[config.mk]
export PLATFORM = sky130hd
export DESIGN_NAME = jtframe_dwnld_bridge
export DESIGN_NICKNAME = d
export VERILOG_FILES = /design/src/rtl/jtframe_dwnld_pkg.sv /design/src/rtl/jtframe_dwnld_fifo.sv /design/src/rtl/jtframe_dwnld_bridge.sv
export SDC_FILE = /design/constraint.sdc
export NUM_CORES = 1
export LEC_CHECK = 0
export BUFFER_PORTS_ARGS = -buffer_cell sky130_fd_sc_hd__buf_2
export CORE_ASPECT_RATIO = 0.6
export CORE_MARGIN = 8
export CORE_UTILIZATION = 55
export DETAILED_ROUTE_END_ITERATION = 16
export PLACE_DENSITY_LB_ADDON = 0.12
export SLEW_MARGIN = 20
export SYNTH_ARGS = -nofsm -noshare
export SYNTH_HDL_FRONTEND = slang
export SYNTH_SLANG_ARGS = --single-unit
[constraint.sdc]
create_clock -name clk -period 3.3 [get_ports clk]
set_clock_uncertainty 0.1 [all_clocks]
set_input_delay 0.165 -clock clk [delete_from_list [all_inputs] [get_ports clk]]
set_output_delay 0.165 -clock clk [all_outputs]
set_load 0.01 [all_outputs]
[src/rtl/jtframe_dwnld_pkg.sv]
// Shared definitions for the download bridge: controller states and FIFO entry layout.
// A FIFO entry is packed as {ba[1:0], word[SDRAMW-1:0], lsb, byte[7:0]}.
package jtframe_dwnld_pkg;

  typedef enum logic [1:0] {
    IDLE = 2'd0,
    REQ  = 2'd1,
    WAIT = 2'd2
  } dwnld_state_e;

  // bank (2) + byte lane (1) + data byte (8) on top of the word address
  localparam int ENTRY_EXTRA = 11;

  function automatic int entry_width(input int sdramw);
    return sdramw + ENTRY_EXTRA;
  endfunction

endpackage

[src/rtl/jtframe_dwnld_fifo.sv]
// Small byte FIFO between the ioctl side and the SDRAM write sequencer.
// A push into a full FIFO is still accepted when a pop happens in the same cycle.
module jtframe_dwnld_fifo #(
  parameter int DW = 33,
  parameter int AW = 2
) (
  input  logic          clk,
  input  logic          rst,
  input  logic          push,
  input  logic          pop,
  input  logic [DW-1:0] din,
  output logic          full,
  output logic          empty,
  output logic [DW-1:0] dout
);

  localparam int DEPTH = 1 << AW;

  logic [DW-1:0] mem [DEPTH];
  logic [AW-1:0] wr_ptr;
  logic [AW-1:0] rd_ptr;
  logic [AW:0]   cnt;
  logic          do_push;
  logic          do_pop;

  assign do_pop  = pop & ~empty;
  assign do_push = push & (~full | do_pop);
  assign full    = (cnt == (AW+1)'(DEPTH));
  assign empty   = (cnt == '0);
  assign dout    = mem[rd_ptr];

  // Pointer and occupancy bookkeeping; pointers wrap naturally at 2^AW
  always_ff @(posedge clk) begin
    if (rst) begin
      wr_ptr <= '0;
      rd_ptr <= '0;
      cnt    <= '0;
    end else begin
      if (do_push) wr_ptr <= wr_ptr + AW'(1);
      if (do_pop)  rd_ptr <= rd_ptr + AW'(1);
      case ({do_push, do_pop})
        2'b10:   cnt <= cnt + (AW+1)'(1);
        2'b01:   cnt <= cnt - (AW+1)'(1);
        default: cnt <= cnt;
      endcase
    end
  end

  // Storage needs no reset: only entries between the pointers are ever read
  always_ff @(posedge clk) begin
    if (do_push) mem[wr_ptr] <= din;
  end

endmodule

[src/rtl/jtframe_dwnld_bridge.sv]
// Bridges the byte-wide ioctl download stream onto jtframe_sdram64 programming writes.
// Each byte becomes one masked 16-bit SDRAM write; bytes are buffered in a small FIFO.
// Optional macro JTFRAME_DWNLD_HEADER_EN: skip the first HEADER bytes of every session
// and rebase the addresses of the remaining bytes by HEADER.
module jtframe_dwnld_bridge
  import jtframe_dwnld_pkg::*;
#(
  parameter int SDRAMW = 22,
  parameter int FIFOW  = 2,
  parameter int HEADER = 0
) (
  input  logic              clk,
  input  logic              rst,
  input  logic              downloading,
  input  logic [25:0]       ioctl_addr,
  input  logic [7:0]        ioctl_dout,
  input  logic              ioctl_wr,
  output logic [SDRAMW-1:0] prog_addr,
  output logic [15:0]       prog_data,
  output logic [1:0]        prog_mask,
  output logic [1:0]        prog_ba,
  output logic              prog_we,
  input  logic              prog_ack,
  input  logic              prog_rdy,
  output logic              dwnld_busy,
  output logic              ovf
);

  localparam int EW = entry_width(SDRAMW);

  dwnld_state_e  state;
  dwnld_state_e  state_nxt;
  logic [25:0]   addr;
  logic          in_header;
  logic          accept;
  logic          pop;
  logic          load;
  logic          we_nxt;
  logic          full;
  logic          empty;
  logic [EW-1:0] din;
  logic [EW-1:0] head;
  logic          unused_addr;

`ifdef JTFRAME_DWNLD_HEADER_EN
  logic [31:0] hdr_cnt;

  assign in_header = (hdr_cnt < 32'(HEADER));
  assign addr      = ioctl_addr - 26'(HEADER);

  // Count leading bytes of the session; re-arms whenever downloading is low
  always_ff @(posedge clk) begin
    if (rst || !downloading) hdr_cnt <= '0;
    else if (ioctl_wr && in_header) hdr_cnt <= hdr_cnt + 32'd1;
  end
`else
  logic [31:0] unused_header;

  assign in_header     = 1'b0;
  assign addr          = ioctl_addr;
  assign unused_header = 32'(HEADER);
`endif

  assign accept      = downloading & ioctl_wr & ~in_header;
  assign din         = {addr[SDRAMW+2:SDRAMW+1], addr[SDRAMW:1], addr[0], ioctl_dout};
  assign unused_addr = ^addr[25:SDRAMW+3];

  jtframe_dwnld_fifo #(
    .DW (EW),
    .AW (FIFOW)
  ) u_fifo (
    .clk   (clk),
    .rst   (rst),
    .push  (accept),
    .pop   (pop),
    .din   (din),
    .full  (full),
    .empty (empty),
    .dout  (head)
  );

  // Write sequencer: load the head entry, hold the request until ack, pop on rdy
  always_comb begin
    state_nxt = state;
    we_nxt    = prog_we;
    load      = 1'b0;
    pop       = 1'b0;
    case (state)
      IDLE: begin
        if (!empty) begin
          load      = 1'b1;
          we_nxt    = 1'b1;
          state_nxt = REQ;
        end
      end
      REQ: begin
        if (prog_ack) begin
          we_nxt = 1'b0;
          if (prog_rdy) begin
            pop       = 1'b1;
            state_nxt = IDLE;
          end else begin
            state_nxt = WAIT;
          end
        end
      end
      WAIT: begin
        if (prog_rdy) begin
          pop       = 1'b1;
          state_nxt = IDLE;
        end
      end
      default: begin
        we_nxt    = 1'b0;
        state_nxt = IDLE;
      end
    endcase
  end

  // Registered state, SDRAM request fields, sticky overflow and busy flag
  always_ff @(posedge clk) begin
    if (rst) begin
      state      <= IDLE;
      prog_we    <= 1'b0;
      prog_addr  <= '0;
      prog_data  <= '0;
      prog_mask  <= 2'b11;
      prog_ba    <= '0;
      ovf        <= 1'b0;
      dwnld_busy <= 1'b0;
    end else begin
      state   <= state_nxt;
      prog_we <= we_nxt;
      if (load) begin
        prog_ba   <= head[EW-1:EW-2];
        prog_addr <= head[SDRAMW+8:9];
        prog_mask <= head[8] ? 2'b01 : 2'b10;
        prog_data <= {head[7:0], head[7:0]};
      end
      if (accept && full && !pop) ovf <= 1'b1;
      dwnld_busy <= downloading | ~empty | (state != IDLE);
    end
  end

endmodule

==> flow_metrics.tcl <==
set metrics [dict create \
    finalHoldViolations 0 \
    yosys_warnings 0 \
    htreeDepth 4 \
    yosysTopAreaCell "edfxtp_1" \
    drc 0 \
    synthFlopType "edfxtp_1" \
    synth.distinct_cells 41 \
    nNetsFinal 600 \
    fin_crit_sh 0.804 \
    worstPathCellList "inv_1, ha_1, nand2_1, o211ai_1, and3_2, buf_4" \
    syn_inst 436 \
    synthAdderAreaFrac 0.0157 \
    dpl.hpwl_um 8510 \
    cts_tree "yes" \
    cp.depth 6 \
    dp_slack_ns 0.680 \
    start_util 0.567 \
    cp_top_family "simple AND/OR/NAND/NOR gates" \
    r2r_cells 6 \
    drv_cap 0 \
    cp-start-kind "flop" \
    worstSkewPairLatency_ns 0.42 \
    globalRouteOverflowTotal 0 \
    numCtsBuffers 17 \
    hold_class "input pin to flop" \
    r2r_slack_ns 0.65 \
    finalNonFillerCells 730 \
    switching_share 0.247 \
    critPathMaxFanout 22 \
    crit_slowest_cell "and3_2" \
    fmaxAchievable_mhz 377 \
    io_pins 85 \
    grt_max_degree 36 \
    grt_pass1_vias 4255 \
    pwr-share-comb 0.111 \
    ir_worst_vdd_mv 0.482 \
    avgSynthCellArea_um2 15.7 \
    relSlewSlack 0.501 \
    p_leak_nw 3.01 \
    final-max-slew-violation-count 0 \
    areaGrowthSynthToFinish_pct 22.7 \
    synth_top_family_by_area "multiplexers" \
    grt_pass1_wl_um 21900 \
    dr.pass1.iters 5 \
    power.density_mw_per_mm2 643 \
    num_vias 3988 \
    p_int_w 0.00408 \
    place_inst 663 \
    drive_gt1_frac 0.299 \
    core-area_mm2 0.0121 \
    p_seq_frac 0.479 \
    async_flop_share 0 \
    synthXorXnorAreaFrac 0.00383 \
    clockBufferDepth 2 \
    antenna_found_initial 0 \
    numClockSinks 180 \
    synth-compound-area-share 0.0516 \
    switching_power_w 0.00133 \
    synth_edf_count 132 \
    critPathArrivalTime_ns 2.68 \
    ctsResizeCount 0 \
    die-height_um 102 \
    gp_congestion 0.800 \
    hold-worst-slack_ns 0.0547 \
    synth_fp_nets 484 \
    max_stage_delay_ns 0.67 \
    die_area_mm2 0.0164 \
    hold_path_depth 4 \
    ys_seq_area_frac 0.718 \
    post-cts-setup-buffers 0 \
    cp_num_buf_inv 2 \
    cts_root_buffer "clkbuf_16" \
    drt_wl_total_um 13800 \
    netlist.area_leader.share 0.578 \
    stdcell_area_mm2 0.00841 \
    rsz0062_at_grt "false" \
    yosys-top-cells-area "edfxtp_1 (58%), dfxtp_1 (14%), mux4_2 (11%), nand2_1 (3.8%), a21oi_1 (3.0%)" \
    die_x_um 160 \
    syn_area_mm2 0.00686 \
    muxShareOfSynthArea 0.108 \
    port_buffers 83 \
    clkPwrFrac 0.410 \
    avgViaCountPerCell 5.46 \
    cp_data_required_time_ns 3.32 \
    place_area_mm2 0.00740 \
    clk_pin_slew_ns 0.07 \
    avgRoutedWirePerCell_um 18.9 \
    endpoint_kind "flop" \
    outcome "finished clean" \
    grt_use_total 0.175 \
    fin_crit_ns 2.65 \
    ant_nets 0 \
    finalSetupViolations 0 \
    synth-simple-area-share 0.0708 \
    finalSetupTns_ns 0 \
    critical_path_class "flop to flop" \
    ys_ff_latch 180 \
    num-fill-cells 842 \
    setup_slack_ns 0.645 \
    row_count 31 \
    worstMarginPinSlew_ns 0.745 \
    antenna_cells 0 \
    initialDrtViolationCount 293 \
]
synth_stat cells (all sizes together) (4+ instances only):
master / n
nand2: 70
ha: 7
dfxtp: 48
clkbuf: 9
nor2: 14
mux4: 33
buf: 22
nand4: 4
nor3: 6
o21ai: 5
edfxtp: 132
nand3: 4
inv: 8
a21oi: 41
and3: 5
timing repair:
item,CTS,global route
hold buffers,35,0
endpoints found under the hold margin,134,0
setup endpoints to repair,0,0
state kept, by name, summed over array words and instances, names as in the netlist, named ones only:
register,count
dwnld_busy,1
ovf,1
prog_addr,22
prog_ba,2
prog_data,8
prog_mask,2
prog_we,1
state,2
u_fifo.cnt,3
u_fifo.mem,132
u_fifo.rd_ptr,2
u_fifo.wr_ptr,2
power groups by stage:
stage                     Combinational (W)  Clock (W)  Sequential (W)
after floorplan                    0.000337          0         0.00267
final                              0.000600    0.00222         0.00259
after global placement             0.000560          0         0.00263
after CTS                          0.000608    0.00225         0.00259
after detailed placement           0.000572          0         0.00264
after global routing               0.000669    0.00235         0.00261
worst paths after layout:
check / start / end
setup / recovery: state[0] / u_fifo.mem[2][15]
hold / removal: prog_ack / prog_we
setup reg to reg: state[0] / u_fifo.mem[2][15]
hold reg to reg: prog_addr[20] / prog_addr[20]
layout by cell type (no fill, tap or decap), types with 5 or more instances in the layout:
cell           synthesis  routed
a21oi_1               41      41
buf_2                  8      83
buf_4                 12       9
clkbuf_16              0      17
dfxtp_1               48      46
dlygate4sd3_1          0      35
edfxtp_1             132     132
ha_1                   7       7
inv_1                  8       8
mux4_2                33      33
nand2_1               69      69
nor2_1                14      13
nor3_1                 6       6
o21ai_0                5       5
metrics by stage:
stage | utilization | power, W
after floorplan | - | 0.00300
after global placement | 0.611 | 0.00320
after detailed placement | 0.611 | 0.00322
after CTS | 0.695 | 0.00545
after global routing | 0.695 | 0.00563
final | 0.695 | 0.00541
layer usage:
layer  part of all wire  GRT usage
met1               0.45      0.219
met2               0.48      0.284
met3              0.055     0.0526
met4              0.019     0.0743
met5                  0          0
layout make-up:
cell class / instances / area [µm²] / share of cell area
clock buffers: 17 / 425 / 0.0506
flip-flops and latches: 180 / 4930 / 0.586
inverters: 8 / 30.0 / 0.00357
multi-input cells: 217 / 1730 / 0.206
repair buffers: 128 / 853 / 0.101
clock inverters: 15 / 240 / 0.0286
well taps: 165 / 206 / 0.0245
worst register-to-register path, cell delays in order (launching register included):
cell      delay [ns]
dfxtp_1         0.36
inv_1           0.07
ha_1            0.28
nand2_1         0.16
o211ai_1        0.42
and3_2          0.67
buf_4           0.30
kinds of logic (layout without fill, tap and decap cells):
logic type	Yosys count	count (layout)
compound gates	62	62
xor+xnor	3	3
fa+ha+maj	8	8
buf+inv	39	168
flops	180	180
mux	33	33
simple gates	111	111
Power figures use the tool's default switching activity.
